File: src/rtl/prom_pkg.sv
// Shared types and constants for the fused-PROM reader: FSM states, packing helpers,
// wait-counter sizing and the N2V reference image.
package prom_pkg;

    typedef enum logic [2:0] {
        IDLE,
        SETUP,
        ACCESS,
        EMIT,
        DONE
    } state_t;

    // The wait counter is sized for the largest legal access time (15 cycles).
    localparam int ACCESS_CYC_MAX = 15;
    localparam int WAIT_W         = $clog2(ACCESS_CYC_MAX + 1);

    // N2V PROM contents, entry i at bits [2*i +: 2]; byte k of the dump at bits [8*k +: 8].
    localparam logic [63:0] N2V_IMAGE = 64'h7FFF_FFFF_D57F_FFF1;

    function automatic int entries_per_byte(input int data_w);
        return 8 / data_w;
    endfunction

    function automatic int slot_width(input int epb);
        return (epb > 1) ? $clog2(epb) : 1;
    endfunction

endpackage

File: src/rtl/prom_pack.sv
// Byte assembly register: inserts one PROM entry into its slot and clears between bytes.
module prom_pack #(
    parameter int DATA_W = 2,
    parameter int SLOT_W = 2
) (
    input  logic              clk,
    input  logic              rst,
    input  logic              clear,
    input  logic              load,
    input  logic [SLOT_W-1:0] slot,
    input  logic [DATA_W-1:0] din,
    output logic [7:0]        pack
);

    // NOTE: sequential state is assigned with <= so every flop samples pre-edge values.
    always_ff @(posedge clk or posedge rst) begin
        if (rst) begin
            pack <= '0;
        end else if (clear) begin
            pack <= '0;
        end else if (load) begin
            pack[DATA_W*slot +: DATA_W] <= din;
        end
    end

endmodule

File: src/rtl/prom_reader.sv
// Walks every PROM address, samples the data after the access time, packs entries into
// bytes and streams them over valid/ready with a running mod-256 checksum.
module prom_reader
    import prom_pkg::*;
#(
    parameter int ADDR_W     = 5,
    parameter int DATA_W     = 2,
    parameter int ACCESS_CYC = 3
) (
    input  logic              clk,
    input  logic              rst,
    input  logic              start,
    output logic              busy,
    output logic              done,
    output logic              prom_ce_n,
    output logic [ADDR_W-1:0] prom_a,
    input  logic [DATA_W-1:0] prom_d,
    output logic [7:0]        out_data,
    output logic              out_valid,
    input  logic              out_ready,
    output logic [7:0]        checksum
);

    localparam int                EPB       = entries_per_byte(DATA_W);
    localparam int                SLOT_W    = slot_width(EPB);
    localparam logic [ADDR_W-1:0] LAST_A    = '1;
    localparam logic [WAIT_W-1:0] WAIT_LOAD = WAIT_W'(ACCESS_CYC - 1);

    state_t            state;
    state_t            state_nx;
    logic [WAIT_W-1:0] wait_cnt;
    logic [SLOT_W-1:0] slot;
    logic              last_slot;
    logic              access_end;
    logic              pack_clear;
    logic [7:0]        pack;

    assign slot       = SLOT_W'(int'(prom_a) % EPB);
    assign last_slot  = (int'(slot) == EPB - 1);
    assign access_end = (state == ACCESS) && (wait_cnt == '0);

    // Outputs decode straight from state, so ce_n can only be low inside ACCESS.
    assign busy      = (state != IDLE);
    assign done      = (state == DONE);
    assign prom_ce_n = (state != ACCESS);
    assign out_valid = (state == EMIT);
    assign out_data  = pack;

    always_ff @(posedge clk or posedge rst) begin
        if (rst) begin
            state <= IDLE;
        end else begin
            state <= state_nx;
        end
    end

    // NOTE: every always_comb output gets a default first, so no path can infer a latch.
    always_comb begin
        state_nx   = state;
        pack_clear = 1'b0;
        case (state)
            IDLE: begin
                if (start) begin
                    state_nx   = SETUP;
                    pack_clear = 1'b1;
                end
            end
            SETUP:  state_nx = ACCESS;
            ACCESS: begin
                if (wait_cnt == '0) begin
                    state_nx = last_slot ? EMIT : SETUP;
                end
            end
            EMIT: begin
                if (out_ready) begin
                    pack_clear = 1'b1;
                    state_nx   = (prom_a == LAST_A) ? DONE : SETUP;
                end
            end
            DONE:    state_nx = IDLE;
            default: state_nx = IDLE;
        endcase
    end

    always_ff @(posedge clk or posedge rst) begin
        if (rst) begin
            prom_a   <= '0;
            checksum <= '0;
            wait_cnt <= '0;
        end else begin
            case (state)
                IDLE: begin
                    if (start) begin
                        prom_a   <= '0;
                        checksum <= '0;
                    end
                end
                SETUP: wait_cnt <= WAIT_LOAD;
                ACCESS: begin
                    if (wait_cnt != '0) begin
                        wait_cnt <= wait_cnt - 1'b1;
                    end else if (!last_slot) begin
                        prom_a <= prom_a + 1'b1;
                    end
                end
                EMIT: begin
                    // The last address ends the scan instead of wrapping back to zero.
                    if (out_ready) begin
                        checksum <= checksum + pack;
                        if (prom_a != LAST_A) begin
                            prom_a <= prom_a + 1'b1;
                        end
                    end
                end
                default: ;
            endcase
        end
    end

    prom_pack #(
        .DATA_W(DATA_W),
        .SLOT_W(SLOT_W)
    ) u_pack (
        .clk  (clk),
        .rst  (rst),
        .clear(pack_clear),
        .load (access_end),
        .slot (slot),
        .din  (prom_d),
        .pack (pack)
    );

endmodule

File: config.mk
export PLATFORM = sky130hd
export DESIGN_NAME = prom_reader
export DESIGN_NICKNAME = d
export VERILOG_FILES = /design/src/rtl/prom_pkg.sv /design/src/rtl/prom_pack.sv /design/src/rtl/prom_reader.sv
export SDC_FILE = /design/constraint.sdc
export NUM_CORES = 1
export LEC_CHECK = 0
export BUFFER_PORTS_ARGS = -buffer_cell sky130_fd_sc_hd__clkbuf_2
export CAP_MARGIN = 20
export CORE_MARGIN = 2
export CORE_UTILIZATION = 58
export CTS_BUF_LIST = sky130_fd_sc_hd__clkbuf_8
export CTS_CLUSTER_DIAMETER = 40
export DETAILED_ROUTE_END_ITERATION = 16
export PLACE_DENSITY = 0.86
export SYNTH_ARGS = -nofsm -noshare
export SYNTH_HDL_FRONTEND = slang
export SYNTH_SLANG_ARGS = --single-unit
File: constraint.sdc
create_clock -name clk -period 2.39 [get_ports clk]
set_input_delay 0.1195 -clock clk [delete_from_list [all_inputs] [get_ports clk]]
set_output_delay 0.1195 -clock clk [all_outputs]
set_load 0.1 [all_outputs]
==> metrics <==
layout cells sized above 1=26.1%; pin count of the biggest net entering global routing=22; sequential share of the synthesized area=about 40%; Synth Net Count=between 200 and 250; critical path buffer and inverter count=0; Crit Path Class=flop to flop; Synth top area share=between 40% and 50%; R2R setup slack=0.08 ns; clk root buf=clkbuf_8; #FFs+latches synth=28; Remaining Overflow, GRT=0; vias in the first global route=~1500; Port Buffers=30; Cell Area, Synth=1740 um^2; Int Pwr=between 1000 and 1500 uW; synth cell count leaders=28 x dfrtp_1, 26 x nand2_1, 15 x ha_1, 12 x a21oi_1; Top-Level Pins=31; Die Span Y=just under 60 um; area grow syn2layout=17.7%; clock slew at reported path FFs=0.10 ns; wire per inst=roughly 15 um; utilization after layout=around three quarters; gr usage total=24.3%; ys flop type=dfrtp_1; diodes inserted=0; unrepaired setup endpoints after global routing=no; num rows=19; fraction of power consumed by sequential logic=29.2%; FILL cells=around 210; Final TNS setup=0 ns; fin crit share=between 90% and 100%; Worst Hold Class=primary input to flop; worst hold stages=2; Crit Reg-Reg Endpoint=prom_a[3]$_DFFE_PP0P_; Layout Skew=slightly above 0.009 ns; placed wire-length estimate=about 3000 um; CTS Buf Count=3; Sw Share=roughly 53%; CP arrival=between 2 and 2.5 ns; YS warnings=0; max-cap violations=0; CTS Sinks=28; max_slew headroom=roughly three fifths; Worst Tran Pin Value=approximately 0.6 ns; vias=roughly 1500; initial antenna violation count=0; H-Tree Depth=1; CTS tree=yes; Post-synth EDFFs=0; Async S/R FF share, synth=100%; Period minus WS final=2.31 ns; vias per cell=5.89; Core Box Area=approximately 2800 um^2; Hold Fails Final Rpt=0; initial DRC count=between 50 and 60; worst reg2reg startpoint=prom_a[0]$_DFFE_PP0P_; CP startpoint kind=flop; CTS Buffer Depth=2; fmax=approximately 430 MHz; DRC viols=3; Die ar.=between 3000 and 4000 um^2; Synth area leaders=dfrtp_1 40%, ha_1 11%, nand2_1 5.6%, a21oi_1 3.4%, nand3_1 2.9%; P_sw=1300 uW; post-synth top area cell=dfrtp_1; violated checks=design-rule violations; slowest cell on the critical path=dfrtp_4; DR pass1 iterations=10; worst-path fanout max=8; CP required=2.57 ns; Reg2Reg Depth=7; most frequent cell after synthesis=dfrtp_1; routability cong.=0.935; hold worst-path end=state[0]$_DFFE_PP0P_; worst-skew pair later-pin latency=0.29 ns; final WL=3810 um; status=complete, but fails checks; Detail Route Antenna Nets=0; Hold WS=~0.064 ns; Layout Nets=approximately 250; worst setup path start=prom_a[0]$_DFFE_PP0P_; Syn Inst Count=~190; min-delay src=out_ready; power density over the cells=approximately 1200 nW/um^2; clock share of power=around 16%; Max Transition Viols Final=0; VDD IR max=0.00117 V; Lkg Pwr=roughly 0.001 uW; critical-path cell list=ha_2 -> and3_1 -> ha_1 -> nand2b_1 -> a21o_1 -> or4_4 -> a211o_1; Post-Syn Area per Cell=9.26 um^2; Starting Density=~62%; die width=approximately 59 um; top cell family by delay on the critical path=simple AND/OR/NAND/NOR gates; Comb power frac=between 50% and 60%; CP Capture Type=flop; crit-path max cell delay=approximately 0.52 ns; distinct cell type count after synthesis=42; first-pass GRT wire length=approximately 6300 um; endpoints failing setup=0
[worst max path at each step]
stage                                   end  slack, ns  cells after the start
floorplan           checksum[7]$_DFFE_PP0P_      0.002                      6
global placement      prom_a[3]$_DFFE_PP0P_       0.16                      7
detailed placement    prom_a[3]$_DFFE_PP0P_       0.10                      7
CTS                   prom_a[3]$_DFFE_PP0P_       0.10                      7
global route          prom_a[3]$_DFFE_PP0P_       0.02                      7
finish                prom_a[3]$_DFFE_PP0P_       0.08                      7
[stage by stage]
step	setup slack [ns]	instances	power, uW	instance area (um^2)
after floorplan	0.00163	188	1810	1760
after global placement	0.162	247	2010	1950
after detailed placement	0.101	247	2050	1950
after CTS	0.101	252	2430	2030
after global routing	0.0213	253	2580	2050
final	0.0839	253	2450	2050
[power by group through the flow]
| stage | combinational [uW] | clock [uW] | sequential [uW] |
|---|---|---|---|
| 2_1_floorplan | 800 | 0 | 1010 |
| 3_3_place_gp | 1300 | 0 | 707 |
| 3_5_place_dp | 1330 | 0 | 720 |
| 4_1_cts | 1340 | 383 | 713 |
| 5_1_grt | 1450 | 395 | 733 |
| 6_report | 1360 | 381 | 716 |
[cell type report]
cell class	count	area (um^2)	area share, %
tap	31	38.8	1.89
timing repair buffer	34	183	8.91
clock inverter	1	30.0	1.47
multi-input combinational	147	1000	48.9
sequential	28	721	35.2
clock buffer	3	41.3	2.01
inverter	9	33.8	1.65
[flip-flops by register name, summed over array words and instances (netlist names)]
signal / count
u_pack.pack: 8
wait_cnt: 4
prom_a: 5
checksum: 8
state: 3
[timing repair]
item,4_1_cts,5_1_grt
hold buffers,1,0
gates resized for setup,0,1
setup buffers,0,1
endpoints found under the setup margin,0,1
endpoints found under the hold margin,7,0
[cell families (layout without fill, tap and decap cells)]
family | Yosys count | in the layout | share of synthesized area, %
mux | 4 | 4 | 2.30
simple gates | 85 | 85 | 26.9
buf+inv | 13 | 47 | 2.87
fa+ha+maj | 16 | 16 | 11.9
compound gates | 36 | 36 | 12.8
xor+xnor | 6 | 6 | 3.02
flops | 28 | 28 | 40.2
[routing by layer]
| metal | up-vias | GRT usage (%) | wire length [um] |
|---|---|---|---|
| li1 | 735 | - | - |
| met1 | 710 | 31.2 | 1660 |
| met2 | 38 | 40.5 | 1930 |
| met3 | 7 | 3.08 | 146 |
| met4 | 0 | 12.0 | 69 |
| met5 | - | 0 | 0 |
[worst register-to-register path, stage by stage (launching register included)]
cell and delay (ns):
dfrtp_4 0.52, ha_2 0.22, and3_1 0.15, ha_1 0.18, nand2b_1 0.15, a21o_1 0.21
or4_4 0.46, a211o_1 0.32
[cell usage in the layout, fill, tap and decap left out, types with 2 or more instances in the layout]
cell	netlist	final
nor3_1	2	2
buf_4	0	3
dfrtp_4	0	2
or3_1	5	5
nor2_1	10	10
and2_1	4	4
nor3b_1	4	4
a21o_1	3	3
nor4_1	2	2
mux2i_1	4	4
o21ai_0	10	10
xor2_1	2	2
nor2b_1	2	2
nand2b_1	3	3
nand4_1	2	2
a31oi_1	2	2
inv_1	9	9
and3_1	5	5
clkbuf_8	0	3
a22o_1	2	2
nand2_1	26	26
xnor2_1	4	4
a21oi_1	12	12
clkbuf_2	0	30
dfrtp_2	0	10
ha_1	15	14
nand3_1	10	10
dfrtp_1	28	16
No activity file was read; power rests on OpenSTA's default activity.
